$ cat config.mk
export PLATFORM = sky130hd
export DESIGN_NAME = snespad_multi
export DESIGN_NICKNAME = d
export VERILOG_FILES = /design/src/rtl/snespad_pkg.sv /design/src/rtl/snespad_tick.sv /design/src/rtl/snespad_multi.sv
export SDC_FILE = /design/constraint.sdc
export NUM_CORES = 1
export LEC_CHECK = 0
export BUFFER_PORTS_ARGS = -buffer_cell sky130_fd_sc_hd__buf_2
export CAP_MARGIN = 10
export CORE_MARGIN = 2
export CORE_UTILIZATION = 53
export DETAILED_ROUTE_END_ITERATION = 16
export PLACE_DENSITY = 0.75
export SYNTH_ARGS = -nofsm -noshare
export SYNTH_HDL_FRONTEND = slang
export SYNTH_SLANG_ARGS = --single-unit
$ cat constraint.sdc
create_clock -name clk_i -period 2.4 [get_ports clk_i]
set_input_delay 0.48 -clock clk_i [delete_from_list [all_inputs] [get_ports clk_i]]
set_output_delay 0.48 -clock clk_i [all_outputs]
set_load 0.1 [all_outputs]
$ cat src/rtl/snespad_pkg.sv
// snespad_pkg: shared frame FSM state type, parameter limits and default
// timing constants for the multi-pad SNES/NES controller reader.
package snespad_pkg;

    // Frame sequencer states
    typedef enum logic [2:0] {
        IDLE,
        LATCH,
        SCLOW,
        SCHIGH,
        DONE
    } state_e;

    // Legal parameter ranges
    localparam int unsigned NPADS_MIN = 1;
    localparam int unsigned NPADS_MAX = 4;
    localparam int unsigned NBITS_MIN = 8;
    localparam int unsigned NBITS_MAX = 32;

    // Default timing (ns)
    localparam int unsigned DEF_CLK_PER_NS = 40;
    localparam int unsigned DEF_HALF_NS    = 6000;
    localparam int unsigned DEF_POLL_NS    = 16_000_000;

    // Prescaler terminal counts must never be zero
    function automatic int unsigned at_least_one(input int unsigned v);
        return (v == 0) ? 1 : v;
    endfunction

endpackage

$ cat src/rtl/snespad_tick.sv
// snespad_tick: free-running prescaler producing a one-cycle pulse every
// TERM cycles while en_i is high; counter is held at zero when disabled.
module snespad_tick #(
    parameter int unsigned TERM = 1
) (
    input  logic clk_i,
    input  logic rstn_i,
    input  logic en_i,
    output logic tick_o
);

    localparam int unsigned CW = (TERM > 1) ? $clog2(TERM) : 1;

    logic [CW-1:0] cnt_q, cnt_d;
    logic          last;

    // Terminal-count detect and next count value
    always_comb begin
        last   = (cnt_q == CW'(TERM - 1));
        tick_o = en_i && last;
        if (!en_i || last) begin
            cnt_d = '0;
        end else begin
            cnt_d = cnt_q + 1'b1;
        end
    end

    // Counter register
    always_ff @(posedge clk_i or negedge rstn_i) begin
        if (!rstn_i) begin
            cnt_q <= '0;
        end else begin
            cnt_q <= cnt_d;
        end
    end

endmodule

$ cat src/rtl/snespad_multi.sv
// snespad_multi: reads NPADS SNES/NES controllers sharing one clock/latch
// pair. Frames start on start_i or the auto-poll prescaler and deliver all
// pads' buttons (1 = pressed) with a one-cycle valid_o pulse.
// Optional feature macro: SNESPAD_EDGE_EN adds pressed_o / released_o.
module snespad_multi
    import snespad_pkg::*;
#(
    parameter int unsigned CLK_PER_NS = DEF_CLK_PER_NS,
    parameter int unsigned NPADS      = 2,
    parameter int unsigned NBITS      = 16,
    parameter int unsigned HALF_NS    = DEF_HALF_NS,
    parameter int unsigned POLL_NS    = DEF_POLL_NS
) (
    input  logic                   clk_i,
    input  logic                   rstn_i,
    input  logic                   en_i,
    input  logic                   start_i,
    output logic                   dclock_o,
    output logic                   dlatch_o,
    input  logic [NPADS-1:0]       sdata_i,
    output logic [NPADS*NBITS-1:0] vdata_o,
    output logic                   valid_o,
`ifdef SNESPAD_EDGE_EN
    output logic [NPADS*NBITS-1:0] pressed_o,
    output logic [NPADS*NBITS-1:0] released_o,
`endif
    output logic                   busy_o
);

    localparam int unsigned TICK_TERM = at_least_one(HALF_NS / CLK_PER_NS);
    localparam int unsigned POLL_TERM = at_least_one(POLL_NS / CLK_PER_NS);
    localparam int unsigned BW        = $clog2(NBITS + 1);
    localparam int unsigned VW        = NPADS * NBITS;

    if (NPADS < NPADS_MIN || NPADS > NPADS_MAX) begin : g_bad_npads
        $error("snespad_multi: NPADS out of range");
    end
    if (NBITS < NBITS_MIN || NBITS > NBITS_MAX) begin : g_bad_nbits
        $error("snespad_multi: NBITS out of range");
    end

    logic tick;
    logic poll;

    snespad_tick #(.TERM(TICK_TERM)) u_tick (
        .clk_i  (clk_i),
        .rstn_i (rstn_i),
        .en_i   (1'b1),
        .tick_o (tick)
    );

    snespad_tick #(.TERM(POLL_TERM)) u_poll (
        .clk_i  (clk_i),
        .rstn_i (rstn_i),
        .en_i   (en_i),
        .tick_o (poll)
    );

    // ------------------------------------------------------------------
    // Input synchroniser (idle-high so an unplugged pad reads released)
    // ------------------------------------------------------------------
    logic [NPADS-1:0] meta_q, sync_q;

    // Two-flop synchroniser per pad data line
    always_ff @(posedge clk_i or negedge rstn_i) begin
        if (!rstn_i) begin
            meta_q <= '1;
            sync_q <= '1;
        end else begin
            meta_q <= sdata_i;
            sync_q <= meta_q;
        end
    end

    // ------------------------------------------------------------------
    // Frame FSM
    // ------------------------------------------------------------------
    state_e        state_q, state_d;
    logic          req_q, req_d;
    logic          lcnt_q, lcnt_d;
    logic [BW-1:0] bcnt_q, bcnt_d;
    logic          shift_en;

    // State, pending-request and counter registers
    always_ff @(posedge clk_i or negedge rstn_i) begin
        if (!rstn_i) begin
            state_q <= IDLE;
            req_q   <= 1'b0;
            lcnt_q  <= 1'b0;
            bcnt_q  <= '0;
        end else begin
            state_q <= state_d;
            req_q   <= req_d;
            lcnt_q  <= lcnt_d;
            bcnt_q  <= bcnt_d;
        end
    end

    // Next-state logic; bcnt_q counts bits already sampled. After the last
    // bit is taken one more SCLOW/SCHIGH pair runs so the pad sees NBITS
    // clock pulses, matching the console's framing.
    always_comb begin
        state_d  = state_q;
        req_d    = req_q;
        lcnt_d   = lcnt_q;
        bcnt_d   = bcnt_q;
        shift_en = 1'b0;
        unique case (state_q)
            IDLE: begin
                if (start_i || poll) begin
                    req_d = 1'b1;
                end
                if (tick && (req_q || start_i || poll)) begin
                    state_d = LATCH;
                    req_d   = 1'b0;
                    lcnt_d  = 1'b0;
                    bcnt_d  = '0;
                end
            end
            LATCH: begin
                if (tick) begin
                    if (lcnt_q) begin
                        shift_en = 1'b1;
                        bcnt_d   = BW'(1);
                        state_d  = SCLOW;
                    end else begin
                        lcnt_d = 1'b1;
                    end
                end
            end
            SCLOW: begin
                if (tick) begin
                    state_d = SCHIGH;
                end
            end
            SCHIGH: begin
                if (tick) begin
                    if (bcnt_q == BW'(NBITS)) begin
                        state_d = DONE;
                    end else begin
                        shift_en = 1'b1;
                        bcnt_d   = bcnt_q + 1'b1;
                        state_d  = SCLOW;
                    end
                end
            end
            DONE: begin
                state_d = IDLE;
            end
            default: begin
                state_d = IDLE;
            end
        endcase
    end

    // ------------------------------------------------------------------
    // Outputs and datapath
    // ------------------------------------------------------------------
    logic          dclock_q, dclock_d;
    logic          dlatch_q, dlatch_d;
    logic          busy_q, busy_d;
    logic          valid_q, valid_d;
    logic [VW-1:0] vdata_q, vdata_d;
    logic [VW-1:0] sr_q, sr_d;

    // Output decode from the upcoming state so pad lines come straight off flops
    always_comb begin
        dclock_d = (state_d != SCLOW);
        dlatch_d = (state_d == LATCH);
        busy_d   = (state_d != IDLE);
        valid_d  = (state_q == DONE);
        vdata_d  = valid_d ? sr_q : vdata_q;
    end

    // Per-pad shift-left, first bit ends in the MSB, stored as pressed=1
    always_comb begin
        sr_d = sr_q;
        if (shift_en) begin
            for (int unsigned p = 0; p < NPADS; p++) begin
                sr_d[p*NBITS +: NBITS] = {sr_q[p*NBITS +: NBITS-1], ~sync_q[p]};
            end
        end
    end

    // Output and shift-register flops
    always_ff @(posedge clk_i or negedge rstn_i) begin
        if (!rstn_i) begin
            dclock_q <= 1'b1;
            dlatch_q <= 1'b0;
            busy_q   <= 1'b0;
            valid_q  <= 1'b0;
            vdata_q  <= '0;
            sr_q     <= '0;
        end else begin
            dclock_q <= dclock_d;
            dlatch_q <= dlatch_d;
            busy_q   <= busy_d;
            valid_q  <= valid_d;
            vdata_q  <= vdata_d;
            sr_q     <= sr_d;
        end
    end

    assign dclock_o = dclock_q;
    assign dlatch_o = dlatch_q;
    assign busy_o   = busy_q;
    assign valid_o  = valid_q;
    assign vdata_o  = vdata_q;

`ifdef SNESPAD_EDGE_EN
    logic [VW-1:0] pressed_q, pressed_d;
    logic [VW-1:0] released_q, released_d;

    // Edge detect against the previously delivered frame (vdata_q)
    always_comb begin
        pressed_d  = '0;
        released_d = '0;
        if (valid_d) begin
            pressed_d  = sr_q & ~vdata_q;
            released_d = ~sr_q & vdata_q;
        end
    end

    // Edge flags pulse together with valid_o
    always_ff @(posedge clk_i or negedge rstn_i) begin
        if (!rstn_i) begin
            pressed_q  <= '0;
            released_q <= '0;
        end else begin
            pressed_q  <= pressed_d;
            released_q <= released_d;
        end
    end

    assign pressed_o  = pressed_q;
    assign released_o = released_q;
`endif

endmodule
Word-level counts from Yosys, hierarchy flattened
Cells that the tools add are included.
{"block": "totals", "regBits": 109, "input_bits": 6, "out_inout_bits": 36}
{"block": "classes", "n_addsub": 3, "n_eq_ne": 14, "n_mux": 25, "bitwise_logic": 2, "n_reduce_logical": 15}
{"cell": "$mux W5", "n": 5}
{"cell": "$add A19 B1 Y19 const B", "n": 1}
{"cell": "$eq A19 B19 Y1 const B", "n": 1}
{"cell": "$mux W19", "n": 1}
{"cell": "$mux W3", "n": 6}
{"cell": "$pmux W5 S3", "n": 1}
{"cell": "$pmux W3 S4", "n": 1}
{"cell": "$ne A2 B2 Y1 const B", "n": 5}
{"cell": "$add A8 B1 Y8 const B", "n": 1}
{"cell": "$eq A8 B8 Y1 const B", "n": 1}
{"cell": "$mux W1", "n": 8}
{"cell": "$mux W8", "n": 1}
{"cell": "$eq A3 B1 Y1 const B", "n": 2}
{"cell": "$eq A3 B2 Y1 const B", "n": 2}
{"cell": "$reduce_and A6 Y1", "n": 1}
{"cell": "$reduce_bool A3 Y1", "n": 2}
{"cell": "$add A5 B1 Y5 const B", "n": 1}
{"cell": "$eq A5 B5 Y1 const B", "n": 1}
{"cell": "$logic_or A1 B1 Y1", "n": 4}
{"cell": "$pmux W1 S2", "n": 2}
{"cell": "$reduce_bool A2 Y1", "n": 2}
{"cell": "$eq A3 B3 Y1 const B", "n": 1}
{"cell": "$logic_not A3 Y1", "n": 1}
{"cell": "$ne A3 B2 Y1 const B", "n": 1}
{"cell": "other kinds (5)", "n": 7}

Depth between registers and ports, before layout
Gate-level depths: netlist of run 1.
{"block": "logic_depth", "word_depth": 7, "depth_mapped": 9, "depth_no_buf": 7}

Modules after synthesis
Synthesis of run 1 repeated with hierarchy kept, for this count alone.
{"block": "unflattened", "cells_unflattened": 354, "area_unflattened_um2": 4702.0}
{"mod": "snespad_multi", "instances": 1, "cells_each": 215, "area_each_um2": 3308.2, "seq_area_each_um2": 2058.2}
{"mod": "snespad_tick (u_poll)", "instances": 1, "cells_each": 99, "area_each_um2": 980.9, "seq_area_each_um2": 475.5}
{"mod": "snespad_tick (u_tick)", "instances": 1, "cells_each": 40, "area_each_um2": 412.9, "seq_area_each_um2": 200.2}

Least setup slack after synthesis of run 1
OpenSTA, ideal clock, no wires.
{"block": "synth_timing", "kind": "register to register", "from": "register u_tick.cnt_q[1]", "to": "register sr_q[10]", "t_arrival_ns": 2.141, "required_ns": 2.275, "setup_slack_ns": 0.134, "path_stages_with_launch": 9, "synth_period_minus_slack_ns": 2.266, "cell_sequence": "dfrtp_1 -> inv_1 -> ha_1 -> nand4b_1 -> or4b_4 -> or3_1 -> buf_6 -> buf_12 -> mux2_4"}
{"block": "synth_between", "elab_chain_len": 3, "word_cells_on_any_way": 4, "classes_between": "eq/ne: 1; mux: 3"}
{"item": "from (decl)", "line_no": "snespad_tick.sv:14", "text": "logic [CW-1:0] cnt_q, cnt_d;"}
{"item": "from (signal assigned)", "line_no": "snespad_tick.sv:33", "text": "cnt_q <= cnt_d;"}
{"item": "$eq A8 B8 Y1 *", "line_no": "snespad_tick.sv:19", "text": "last = (cnt_q == CW'(TERM - 1));"}
{"item": "$mux W1 (on tied branches)", "line_no": "snespad_multi.sv:137, snespad_multi.sv:121"}
{"item": "$pmux W1 S2 *", "line_no": "snespad_multi.sv:108", "text": "unique case (state_q)"}
{"item": "to (signal assigned)", "line_no": "snespad_multi.sv:200", "text": "sr_q <= sr_d;"}
{"item": "to (decl)", "line_no": "snespad_multi.sv:164", "text": "logic [VW-1:0] sr_q, sr_d;"}
Mark *: on every way between the ends. The rest lies on a longest branch, timed or not.
A chain may end at the register's enable or synchronous reset.

Final worst setup path of run 1
{"block": "layout_timing", "from": "register u_tick.cnt_q[1]", "to": "register sr_q[18]"}
The elaborated chain is that of the path after synthesis.

==> impl_metrics.csv, run 1 <==
group,metric,value,unit
worst_setup_path,cp_slowest_stage_delay,530,ps
synthesis,ys_seq_area_frac,0.5929,
worst_setup_path,critPathArrivalTime,2520,ps
sta,max_freq,440.4,MHz
synthesis,synth_cells,342,
layout,layout_commonest_cell,"dfrtp_1",
pwr,p_sw,0.6727,mW
pwr,seqPwrFrac,0.612,
layout,regArea,0.002734,mm^2
pwr,switching_share,0.2218,
synthesis,synth_flop_cell,"dfrtp_1",
sta,maxSlewHeadroom,0.5621,
sta,finalHoldViolations,0,
synthesis,synth.avg_cell_area,13.48,um^2
worst_setup_path,slowest_stage,"or4b_4",
cts,clk-insertion-delay-late,360,ps
floorplan,rows,34,
pwr,p_leak,2.621,nW
place,dp.final_hpwl,4989,um
global_route,grt_pass1_vias,2624,
place,io_buffers,41,
synthesis,synth_top_cell_area_share,0.5645,
drt,top_layer,"met4",
worst_setup_path,critical_path.startpoint_type,"flop",
pwr,p_comb_frac,0.023,
floorplan,die_w,97.27,um
cts,ctsLongestPathBuffers,2,
worst_hold_path,hold_path_class,"in2reg",
cts,root_buffer,"clkbuf_8",
synthesis,synth_warnings,0,
worst_setup_path,crit_path_end_kind,"flop",
global_route,grt_pass1_wl,12770,um
synthesis,synth_area_leaders,"dfrtp_1, mux2_2, mux2_4",
sta,rsz0062_at_grt,"no",
worst_setup_path,cp_cell_sequence,"inv_1 > ha_1 > nand4b_1 > or4b_4 > or3_4 > buf_12 > mux2_4",
drt,ant_nets,0,
floorplan,fp.dieH,97.27,um
worst_setup_path,r2r_start,"u_tick.cnt_q[1]",
sta,hold_slack,205.4,ps
pwr,internal-power,2.360,mW
sta,fin_skew,19.48,ps
pwr,clock_power_share,0.366,
synthesis,synth-edff-count,0,
drt,met1_length,3645,um
global_route,grt-ovfl-total,0,
drt,drc,0,
pwr,ir_drop,0.0003799,V
drt,wl_met3,197,um
global_route,antenna_found_initial,0,
drt,first_pass_iters,4,
sta,worst_slew_pin_slew,650.9,ps
layout,fin_util,0.6029,
cts,cts_tree,"done",
synthesis,yosysTopAreaCell,"dfrtp_1",
worst_setup_path,cp_max_fo,34,
sta,period_minus_slack,2271,ps
place,place_congestion,0.8133,
job,drv_cap,0,
synthesis,synthesis.area,0.004611,mm^2
layout,antenna_cells,0,
cts,cts.htree.levels,3,
drt,wl_met2,3392,um
global_route,grt_max_degree,55,
pwr,p_per_area,585.4,mW/mm^2
cts,cts_setup_buffers,0,
drt,num_vias,2693,
floorplan,coreArea,0.008593,mm^2
layout,area_delta_synth_final,12.37,%
sta,tns,0,ps
drt,vias_per_cell,5.333,
global_route,track_usage,0.1660,
synthesis,synth-async-reset-ratio,1.000,
synthesis,synth-seq-cells,109,
cts,cts.sinks,109,
sta,fin_ws,129.3,ps
sta,drv_slew,0,
drt,drtIter0Drc,87,
synthesis,synth_fp_nets,353,
floorplan,boundaryPins,42,
layout,multi_input_area,0.001769,mm^2
sta,setup_viol,0,
sta,period_share,0.9461,
cts,path_clk_slew,100,ps
floorplan,die_area,0.009461,mm^2
drt,post_drt_wl_per_cell,14.57,um
floorplan,start_util,0.5365,
layout,nNetsFinal,403,
worst_setup_path,path_class,"reg2reg",
drt,wl,7357,um
worst_setup_path,cp.required,2650,ps
worst_setup_path,cp-startpoint,"u_tick.cnt_q[1]",
place,place_ws,38.71,ps
worst_hold_path,worstHoldStart,"sdata_i[1]",
layout,final_cell_mix,"dfrtp_1, buf_2, mux2_2",
layout,fillCellCount,690,
outcome,status,"finished clean",
synthesis,synth_cell_types,44,
layout,drive_above_1_share,0.3501,
cts,cts_buffers,9,
-- what timing repair did --
action | in CTS | in global routing
pin swaps | 0 | 0
hold endpoints to repair | 4 | 0
setup endpoints to repair | 1 | 1
hold buffers | 1 | 0
gates resized for setup | 1 | 1
-- metal layers --
metal / GRT usage / vias to the layer above
met4: 0.06410 / 0
met1: 0.2458 / 1333
met5: 0 / -
met2: 0.2505 / 42
met3: 0.02446 / 11
li1: - / 1307
-- synthesized netlist by cell type (2+ instances only) --
cell,count
dfrtp_1,104
mux2_2,36
nor2_1,33
mux2_4,26
nand2_1,19
nand3_1,15
xor2_1,14
clkbuf_1,10
xnor2_1,8
dfstp_2,5
ha_1,5
inv_1,5
nand4_1,5
o21ai_0,5
a21oi_1,3
and3_1,3
and4_1,3
nor3_1,3
nor4_1,3
a211o_1,2
a211oi_1,2
a21o_1,2
a221o_1,2
a311oi_1,2
and2_1,2
buf_12,2
buf_6,2
nand4bb_1,2
nor4bb_1,2
o21a_1,2
or3_1,2
-- metrics by stage --
step / total power [mW] / cell area [um^2] / instances
floorplan: 1.907 / 4611 / 342
global placement: 1.958 / 4962 / 488
detailed placement: 1.961 / 4962 / 488
CTS: 3.069 / 5175 / 505
global route: 3.163 / 5181 / 505
finish: 3.033 / 5181 / 505
-- flip-flops by register name, indices dropped and copies added, names as in the netlist, 2 cells and up --
name / count
u_poll.cnt_q: 19
sr_q: 32
meta_q: 2
sync_q: 2
u_tick.cnt_q: 8
state_q: 3
bcnt_q: 5
vdata_o: 32
-- final timing paths --
check	end	slack, ps	depth (start not counted)
min in group asynchronous	vdata_o[8]	550	2
max in group asynchronous	meta_q[1]	1100	3
setup reg to reg	sr_q[18]	130	7
hold reg to reg	sync_q[1]	360	0
setup / recovery	sr_q[18]	130	7
hold / removal	meta_q[1]	210	1
-- kinds of logic after synthesis --
group | synth area share
AND/OR/NAND/NOR | 0.1118
buffers and inverters | 0.02578
XOR/XNOR | 0.04179
flip-flops | 0.5929
multiplexers | 0.1748
adder cells (fa/ha/maj) | 0.01357
AO/OA/AOI/OAI | 0.03935
-- critical path: cells and delay by family (launching register included) --
| kind | cells | cell delay (ps) |
|---|---|---|
| muxes | 1 | 310 |
| buffers and inverters | 2 | 260 |
| and+or+nand+nor | 3 | 1070 |
| DFF | 1 | 390 |
| adders and majority gates | 1 | 130 |
-- final cells by class --
class                      count  share of cell area
timing repair buffer          53             0.06279
tap                          108             0.02608
inverter                       5            0.003622
clock inverter                 6             0.01376
clock buffer                  10             0.02463
multi-input combinational    214              0.3415
sequential                   109              0.5276
-- power groups by stage --
stage / combinational (mW) / sequential, mW / clock [mW]
after global routing: 0.0800 / 1.86 / 1.22
after floorplan: 0.0172 / 1.89 / 0
after CTS: 0.0707 / 1.86 / 1.14
after global placement: 0.0677 / 1.89 / 0
after detailed placement: 0.0692 / 1.89 / 0
final: 0.0685 / 1.86 / 1.11
Power figures use the tool's default switching activity.
==> run 2, diff against run 1 <==
Settings changed: CORE_ASPECT_RATIO set to 0.6.
==> run 2 against run 1 <==
Routed wire length rose by 11%. Flip-flop and latch count did not move. Fmax fell by 2.3%. Worst hold slack got worse by 160 ps. Critical endpoint is now sr_q[12]. Largest cell class unchanged. Critical path type unchanged.
==> impl_metrics.csv, run 2 (synthesized netlist as in run 1, its figures left out) <==
group,metric,value,unit
outcome,status,"finished clean",
sta,worst_slew_pin_slew,722.8,ps
sta,maxSlewHeadroom,0.5181,
cts,root_buffer,"clkbuf_16",
drt,ant_nets,0,
global_route,grt_pass1_wl,13760,um
cts,cts_buffers,9,
cts,cts.htree.levels,3,
drt,wl_met3,384,um
sta,tns,0,ps
place,place_congestion,0.8702,
sta,fin_skew,5.608,ps
drt,top_layer,"met4",
cts,cts.sinks,109,
worst_setup_path,cp.required,2630,ps
floorplan,boundaryPins,42,
drt,post_drt_wl_per_cell,15.92,um
layout,layout.cells.non_filler,512,
cts,path_clk_slew,70,ps
pwr,ir_drop,0.0003639,V
global_route,antenna_found_initial,0,
pwr,p_per_area,655.4,mW/mm^2
layout,drive_above_1_share,0.3600,
cts,clk-insertion-delay-late,350,ps
layout,area_delta_synth_final,16.36,%
layout,layout_commonest_cell,"dfrtp_1",
floorplan,coreArea,0.008491,mm^2
worst_setup_path,critPathArrivalTime,2560,ps
drt,drc,0,
drt,met1_length,4003,um
global_route,grt_max_degree,34,
place,io_buffers,41,
floorplan,start_util,0.5430,
worst_hold_path,hold_path_class,"in2async",
floorplan,fp.dieH,76.25,um
layout,nNetsFinal,406,
floorplan,die_area,0.009486,mm^2
drt,num_vias,2767,
layout,antenna_cells,0,
pwr,p_leak,2.708,nW
worst_setup_path,reg2regPathDepth,7,
layout,final_cell_mix,"dfrtp_1, buf_2, mux2_2",
cts,cts_hold_buf,0,
worst_setup_path,critical_path.startpoint_type,"flop",
cts,ctsLongestPathBuffers,2,
global_route,grt_pass1_vias,2704,
drt,vias_per_cell,5.404,
worst_setup_path,crit_path_end_kind,"flop",
sta,max_freq,430.3,MHz
sta,setup_viol,0,
place,dp.cells,493,
sta,period_minus_slack,2324,ps
sta,period_share,0.9684,
job,drv_cap,0,
worst_setup_path,cp_max_fo,17,
floorplan,die_w,124.4,um
cts,cts_tree,"done",
sta,drv_slew,0,
floorplan,rows,26,
sta,finalHoldViolations,0,
place,dp.final_hpwl,5296,um
global_route,track_usage,0.1851,
worst_setup_path,path_class,"reg2reg",
drt,wl_met2,3665,um
drt,first_pass_iters,5,
drt,wl,8153,um
drt,drtIter0Drc,274,
global_route,grt-ovfl-total,0,
## run 2: changes by cell type in the layout (fill, tap and decap cells not counted), sizes merged
cell,previous run,this run
dlygate4sd3,1,0
buf,52,56
inv,7,5
clkinv,2,3
bufinv,1,2
## run 2: final timing paths
path                                       from          end  slack [ps]
worst min-delay path                     rstn_i  vdata_o[28]          50
max in group asynchronous                rstn_i    sync_q[1]        1680
worst min register to register        meta_q[1]    sync_q[1]         360
min in group clk_i                   sdata_i[0]    meta_q[0]         220
worst max-delay path            u_tick.cnt_q[1]     sr_q[12]          80
worst max register to register  u_tick.cnt_q[1]     sr_q[12]          80
## run 2: worst max-delay path: stages (launching register included)
cell and delay, ps:
dfrtp_1 380, inv_1 60, ha_1 140, nand4b_1 180, or4b_4 530, or3_4 430, buf_12 190, mux2_4 310
## run 2: layout make-up
type,count,area [um^2]
clock buffer,10,239.0
clock inverter,6,86.33
fill,611,3126
inverter,5,18.77
multi-input combinational,214,1769
sequential,109,2734
tap,112,140.1
timing repair buffer,56,377.9
## run 2: power by group
group	internal, mW	total (mW)	switching [mW]	leakage [nW]
Clock	0.940	1.59	0.649	0.158
Combinational	0.0195	0.0706	0.0511	1.09
Sequential	1.85	1.86	0.00862	1.46
Total	2.81	3.52	0.708	2.71
## run 2: what timing repair did
item                       CTS  global route
pin swaps                    0             0
setup endpoints to repair   28            13
setup buffers                0             2
resized for setup            2             1
cloned                       1             0
## run 2: routing by layer
| layer | up-vias | global-route usage |
|---|---|---|
| met4 | 0 | 0.05393 |
| met2 | 66 | 0.2694 |
| li1 | 1310 | - |
| met3 | 13 | 0.06742 |
| met5 | - | 0 |
| met1 | 1378 | 0.2633 |
## run 2: metrics by stage
step / setup WS (ps) / util / power [mW] / instance area, um^2 / hold WS, ps
after floorplan: 133.5 / - / 1.907 / 4611 / 184.4
after global placement: 101.0 / 0.5874 / 1.961 / 4987 / 347.2
after detailed placement: -7.242 / 0.5874 / 1.964 / 4987 / 355.5
after CTS: 4.111 / 0.6307 / 3.550 / 5355 / 48.85
after global routing: -13.62 / 0.6319 / 3.639 / 5365 / 65.49
final: 75.85 / 0.6319 / 3.516 / 5365 / 50.05
